<file path="src/rtl/mm_pkg.sv">
// mm_pkg: definitions shared by the matrix-multiplier top and its
// operand/result memories.
//   MM_DATA_W    default word width
//   MM_DEPTH     default number of matrix entries per memory
//   fill_state_e fill-engine state encoding (FILL, IDLE)
package mm_pkg;

  localparam int MM_DATA_W = 32;
  localparam int MM_DEPTH  = 100;

  typedef enum logic {
    FILL = 1'b0,
    IDLE = 1'b1
  } fill_state_e;

endpackage

</file>
<file path="src/rtl/mem_fill_ctrl.sv">
// mem_fill_ctrl: fill engine for matrix_data_mem. After reset, and after an
// accepted clear request, it walks fill_ptr from 0 to DEPTH-1. One entry is
// written per cycle, and then the engine settles in IDLE.
//
// state | meaning
// FILL  | writing INIT_VAL to mem[fill_ptr]; user accesses blocked
// IDLE  | array initialised; user reads/writes accepted
//
// Ports:
//   clk_i        clock, rising edge
//   rst_ni       asynchronous active-low reset
//   clr_req_i    refill request, honoured only in IDLE
//   busy_o       high while in FILL
//   init_done_o  high once a fill has completed, low during any fill
//   fill_we_o    array write strobe for the fill engine
//   fill_addr_o  array address written by the fill engine
//   clr_accept_o clr_req_i was taken this cycle (clears the storage flags)
module mem_fill_ctrl
  import mm_pkg::*;
#(
  parameter int DEPTH  = MM_DEPTH,
  parameter int ADDR_W = 7
) (
  input  logic              clk_i,
  input  logic              rst_ni,
  input  logic              clr_req_i,
  output logic              busy_o,
  output logic              init_done_o,
  output logic              fill_we_o,
  output logic [ADDR_W-1:0] fill_addr_o,
  output logic              clr_accept_o
);

  // The fill ends on an explicit compare with the last index, so the
  // pointer never has to wrap. This keeps a non-power-of-two DEPTH safe.
  localparam logic [ADDR_W-1:0] LAST_ADDR = ADDR_W'(DEPTH - 1);

  fill_state_e       state_q, state_d;
  logic [ADDR_W-1:0] fill_ptr_q, fill_ptr_d;
  logic              init_done_q, init_done_d;
  logic              clr_accept;

  always_ff @(posedge clk_i or negedge rst_ni) begin
    if (!rst_ni) begin
      state_q     <= FILL;
      fill_ptr_q  <= '0;
      init_done_q <= 1'b0;
    end else begin
      state_q     <= state_d;
      fill_ptr_q  <= fill_ptr_d;
      init_done_q <= init_done_d;
    end
  end

  always_comb begin
    state_d     = state_q;
    fill_ptr_d  = fill_ptr_q;
    init_done_d = init_done_q;
    clr_accept  = 1'b0;
    case (state_q)
      FILL: begin
        if (fill_ptr_q == LAST_ADDR) begin
          state_d     = IDLE;
          fill_ptr_d  = '0;
          init_done_d = 1'b1;
        end else begin
          fill_ptr_d = fill_ptr_q + 1'b1;
        end
      end
      IDLE: begin
        if (clr_req_i) begin
          state_d     = FILL;
          fill_ptr_d  = '0;
          init_done_d = 1'b0;
          clr_accept  = 1'b1;
        end
      end
      default: begin
        state_d    = FILL;
        fill_ptr_d = '0;
      end
    endcase
  end

  assign busy_o       = (state_q == FILL);
  assign init_done_o  = init_done_q;
  assign fill_we_o    = (state_q == FILL);
  assign fill_addr_o  = fill_ptr_q;
  assign clr_accept_o = clr_accept;

endmodule

</file>
<file path="src/rtl/matrix_data_mem.sv">
// matrix_data_mem: single-clock operand memory for the matrix multiplier.
// It has one write port and one read port, with a read latency of 0 or 1.
// An internal fill engine loads INIT_VAL into every entry after reset and
// on clr_req. Accesses with an address >= DEPTH set a sticky oob_err flag.
//
// Ports:
//   clk        clock, rising edge
//   rst        asynchronous active-low reset
//   clr_req    refill with INIT_VAL and clear oob_err (ignored while busy)
//   busy       fill engine running
//   init_done  fill completed, low during any fill
//   wr_en      write strobe
//   wr_addr    write address
//   wr_data    write data
//   rd_en      read strobe
//   rd_addr    read address
//   rd_data    read data (0 for an out-of-range read)
//   rd_valid   qualifies rd_data
//   oob_err    sticky out-of-range access flag
module matrix_data_mem
  import mm_pkg::*;
#(
  parameter int                DATA_W   = MM_DATA_W,
  parameter int                DEPTH    = MM_DEPTH,
  parameter int                ADDR_W   = 7,
  parameter logic [DATA_W-1:0] INIT_VAL = DATA_W'(1),
  parameter int                READ_LAT = 1
) (
  input  logic              clk,
  input  logic              rst,
  input  logic              clr_req,
  output logic              busy,
  output logic              init_done,
  input  logic              wr_en,
  input  logic [ADDR_W-1:0] wr_addr,
  input  logic [DATA_W-1:0] wr_data,
  input  logic              rd_en,
  input  logic [ADDR_W-1:0] rd_addr,
  output logic [DATA_W-1:0] rd_data,
  output logic              rd_valid,
  output logic              oob_err
);

  logic              fill_we;
  logic [ADDR_W-1:0] fill_addr;
  logic              clr_accept;

  mem_fill_ctrl #(
    .DEPTH  (DEPTH),
    .ADDR_W (ADDR_W)
  ) u_fill (
    .clk_i        (clk),
    .rst_ni       (rst),
    .clr_req_i    (clr_req),
    .busy_o       (busy),
    .init_done_o  (init_done),
    .fill_we_o    (fill_we),
    .fill_addr_o  (fill_addr),
    .clr_accept_o (clr_accept)
  );

  // The range compares are done at 32 bits, so DEPTH == 2**ADDR_W does not
  // truncate to zero.
  logic wr_in_range, rd_in_range;
  assign wr_in_range = (32'(wr_addr) < 32'(DEPTH));
  assign rd_in_range = (32'(rd_addr) < 32'(DEPTH));

  logic wr_accept, rd_accept;
  assign wr_accept = wr_en & ~busy;
  assign rd_accept = rd_en & ~busy;

  // Storage has no reset; the fill engine initialises it.
  logic [DATA_W-1:0] mem [DEPTH];

  always_ff @(posedge clk) begin
    if (fill_we) begin
      mem[fill_addr] <= INIT_VAL;
    end else if (wr_accept && wr_in_range) begin
      mem[wr_addr] <= wr_data;
    end
  end

  logic [DATA_W-1:0] rd_word;
  assign rd_word = rd_in_range ? mem[rd_addr] : '0;

  generate
    if (READ_LAT == 0) begin : g_rd_comb
      // While busy, rd_data is held at its reset value of 0. This stops it
      // from showing entries that are only partly filled.
      assign rd_data  = busy ? '0 : rd_word;
      assign rd_valid = rd_accept & rd_in_range;
    end else begin : g_rd_reg
      logic [DATA_W-1:0] rd_data_q, rd_data_d;
      logic              rd_valid_q, rd_valid_d;

      always_comb begin
        rd_data_d  = rd_data_q;
        rd_valid_d = 1'b0;
        if (rd_accept) begin
          rd_data_d  = rd_word;
          rd_valid_d = 1'b1;
        end
      end

      always_ff @(posedge clk or negedge rst) begin
        if (!rst) begin
          rd_data_q  <= '0;
          rd_valid_q <= 1'b0;
        end else begin
          rd_data_q  <= rd_data_d;
          rd_valid_q <= rd_valid_d;
        end
      end

      assign rd_data  = rd_data_q;
      assign rd_valid = rd_valid_q;
    end
  endgenerate

  logic oob_hit;
  logic oob_q, oob_d;
  assign oob_hit = (wr_accept & ~wr_in_range) | (rd_accept & ~rd_in_range);

  // An accepted clear takes priority over a simultaneous out-of-range hit.
  always_comb begin
    oob_d = oob_q;
    if (clr_accept) begin
      oob_d = 1'b0;
    end else if (oob_hit) begin
      oob_d = 1'b1;
    end
  end

  always_ff @(posedge clk or negedge rst) begin
    if (!rst) begin
      oob_q <= 1'b0;
    end else begin
      oob_q <= oob_d;
    end
  end

  assign oob_err = oob_q;

endmodule

</file>
<file path="config.mk">
export PLATFORM = sky130hd
export DESIGN_NAME = matrix_data_mem
export DESIGN_NICKNAME = d
export VERILOG_FILES = /design/src/rtl/mm_pkg.sv /design/src/rtl/mem_fill_ctrl.sv /design/src/rtl/matrix_data_mem.sv
export SDC_FILE = /design/constraint.sdc
export NUM_CORES = 2
export LEC_CHECK = 0
export CORE_ASPECT_RATIO = 0.75
export CORE_MARGIN = 2
export CORE_UTILIZATION = 45
export CTS_BUF_LIST = sky130_fd_sc_hd__clkbuf_4 sky130_fd_sc_hd__clkbuf_8
export CTS_CLUSTER_SIZE = 12
export DETAILED_ROUTE_END_ITERATION = 12
export DONT_BUFFER_PORTS = 1
export PLACE_DENSITY = 0.58
export SYNTH_ARGS = -nofsm -noshare
export SYNTH_HDL_FRONTEND = slang
export SYNTH_SLANG_ARGS = --single-unit
</file>
<file path="constraint.sdc">
create_clock -name clk -period 5.9 [get_ports clk]
set_clock_uncertainty 0.05 [all_clocks]
set_input_delay 0.885 -clock clk [delete_from_list [all_inputs] [get_ports clk]]
set_output_delay 0.885 -clock clk [all_outputs]
set_load 0.005 [all_outputs]
</file>
==> metrics.yaml <==
outcome:
  status: "complete, but fails checks"
  failed_checks: "max-slew violations"
sta:
  worst_slew_pin_slew_ns: 2.15
  post-route-min-period_ns: 5.25
  slew_violations: 214
  setup_violations: 0
  fmax_ghz: 0.190
  fin_ws_ns: 0.648
  max_slew_margin_pct: -43.5
  finalHoldWorstSlack_ns: 0.152
  tns_ns: 0
  finalHoldViolCount: 0
  rsz0062_at_grt: "no"
  fin_crit_sh_pct: 89.0
global_route:
  antenna_found_initial: 26
  grt_max_degree: 642
  grtUsageTotal_pct: 26.7
  grt_pass1_wl_mm: 516
  grt_overflow: 0
  grt_pass1_vias: 62500
worst_setup_path:
  max_stage_delay_ns: 1.11
  critPathBufInv: 3
  crit_path_end_kind: "flip-flop"
  cp_common_cell: "buf_16"
  start_kind: "input pin"
  slowest_stage: "a2bb2oi_1"
  r2r_cells: 9
  crit_family: "compound AO/OA/AOI/OAI gates"
  path_class: "input pin to flip-flop"
  cp.depth: 8
  path_cells: "buf_16, buf_16, buf_16, mux4_2, mux2_2, o221ai_1, a2bb2oi_1, o21ai_0"
  worstPathArrival_ns: 6.09
  critical_path.max_fanout: 154
  crit_required_ns: 6.74
synthesis:
  avgSynthCellArea_um2: 22.0
  synth_area_um2: 125000
  ys_seq_area_share_pct: 77.6
  syn_inst: 5697
  synth_edf_count: 3200
  syn_nets: 5749
  synth_top_area_share_pct: 76.7
  synth_cell_types: 74
  yosysTopAreaCell: "edfxtp_1"
  async_reset_ff_share_pct: 1.33
  synth.area.top_cells: "edfxtp_1 (77%), mux4_2 (12%), mux2i_1 (2.4%)"
  synth-main-ff-cell: "edfxtp_1"
  ys_ff_latch: 3243
  yosys_warnings: 0
route:
  first_pass_iters: 6
  postRouteAntennaNets: 0
  routed_wirelength_mm: 379
  detail_route.vias_per_cell: 6.25
  post-route-drc-count: 0
  num_vias: 64200
  wl_per_cell_um: 36.9
  drtIter0Drc: 9696
cts:
  htreeDepth: 5
  root_buffer: "clkbuf_8"
  cts_buffer_depth: 4
  cts_tree: "yes"
  clk_pin_slew_ns: 0.06
  clk_latency_ns: 1.07
  cts_buffers: 476
  cts_sinks: 3243
pwr:
  vdd_drop_max_mv: 0.264
  power_density_nw_per_um2: 344
  leakagePower_nw: 42.0
die:
  std_cell_rows: 167
  dieArea_um2: 283000
  core_um2: 276000
  dieHeight_um: 461
  ios: 87
  start_util_pct: 45.3
  fp.dieW_um: 613
hold_path:
  whs_path_depth: 2
  hp-class: "input pin to flip-flop"
placed_design:
  globalplace.congestion: 0.876
  dp_hpwl_mm: 208
  dpl_worst_slack_ns: 0.0414
  port-buffer-count: 0
layout:
  fin_nets: 6199
  areaGrowthSynthToFinish_pct: 12.3
  final_common_cell: "edfxtp_1"
  layout-drive-gt1-share_pct: 29.8
  final_cell_mix: "edfxtp_1 (3200), mux4_2 (681), clkbuf_8 (490), mux2i_1 (305), buf_4 (256)"
flow_run:
  maxCapViolCount: 0
-- through the flow --
stage	utilization, %	cells	total power [mW]	instance area (µm²)
2_1_floorplan	-	5697	29.2	125000
3_3_place_gp	47.5	9380	31.0	131000
3_5_place_dp	47.5	9380	31.1	131000
4_1_cts	50.8	10300	48.5	141000
5_1_grt	50.9	10300	49.8	141000
6_report	50.9	10300	48.4	141000
-- routing by layer --
metal / track usage (%) / vias up / wire length, µm
li1: - / 25200 / -
met4: 8.08 / 6 / 12300
met5: 0 / - / 45
met1: 39.5 / 34800 / 156000
met2: 39.0 / 3681 / 167000
met3: 6.86 / 562 / 43100
-- where the power goes --
group	switching (mW)	internal [mW]
combinational	2.79	1.32
clock	8.66	9.00
sequential	0.337	26.3
-- flip-flops by register name, indices dropped and copies added, names as in the netlist --
signal              cells
u_fill.state_q          1
u_fill.fill_addr_o      7
oob_err                 1
u_fill.init_done_o      1
mem                  3200
rd_valid                1
rd_data                32
-- cell type report --
type | count | area, µm²
Antenna cell | 23 | 57.6
Clock buffer | 662 | 8040
Clock inverter | 210 | 1090
Fill cell | 21800 | 136000
Inverter | 10 | 45.0
Multi-Input combinational cell | 2119 | 26800
Sequential cell | 3243 | 97200
Tap cell | 3718 | 4650
Timing Repair Buffer | 297 | 2810
-- cell families (layout without fill, tap and decap cells) --
logic type / Yosys count / after routing / synth area share [%]
flip-flops: 3243 / 3243 / 77.6
adder cells (fa/ha/maj): 1 / 1 / 0.00999
other: 0 / 23 / 0
AO/OA/AOI/OAI: 549 / 549 / 3.16
AND/OR/NAND/NOR: 503 / 503 / 1.89
multiplexers: 1066 / 1066 / 15.6
buffers and inverters: 335 / 1179 / 1.79
-- synth_stat cells (all sizes together) (10+ instances only) --
master   number
nor2b        21
or3          10
a21oi        67
mux2i       305
a211oi       47
a22oi        34
o21ai        74
and2         47
nor2        199
dfrtp        43
o22ai        80
a221oi       43
clkbuf       90
a32oi        10
nor4         30
edfxtp     3200
nor3         14
a2111oi      33
o221ai       53
mux2         64
a22o         25
mux4        697
nand2       115
inv          10
a31oi        13
buf         232
nand2b       18
nand3        16
-- what timing repair did --
item,4_1_cts,5_1_grt
gates resized for setup,0,0
hold buffers,3,0
hold endpoints to repair,48,0
setup buffers,0,0
-- worst paths after layout --
check,start,to,slack [ns]
setup / recovery,rd_addr[1],rd_data[9],0.65
hold / removal,rd_addr[6],rd_data[12],0.15
setup reg to reg,u_fill.state_q,mem[26][25],1.80
hold reg to reg,rd_data[17],rd_data[17],0.50
max in group asynchronous,rst,rd_data[18],5.02
min in group asynchronous,rst,u_fill.init_done_o,0.25
-- worst register-to-register path: stages (launching register included) --
cell and delay (ns):
dfrtp_1 0.63, nand2_1 0.21, nor2b_4 0.36, buf_4 0.50, nand3_1 0.17, o21ai_0 0.15, nand2_1 0.46, buf_12 0.35
nor2_4 0.32, buf_4 0.46
Note: power is estimated with default switching activity, not from simulation.
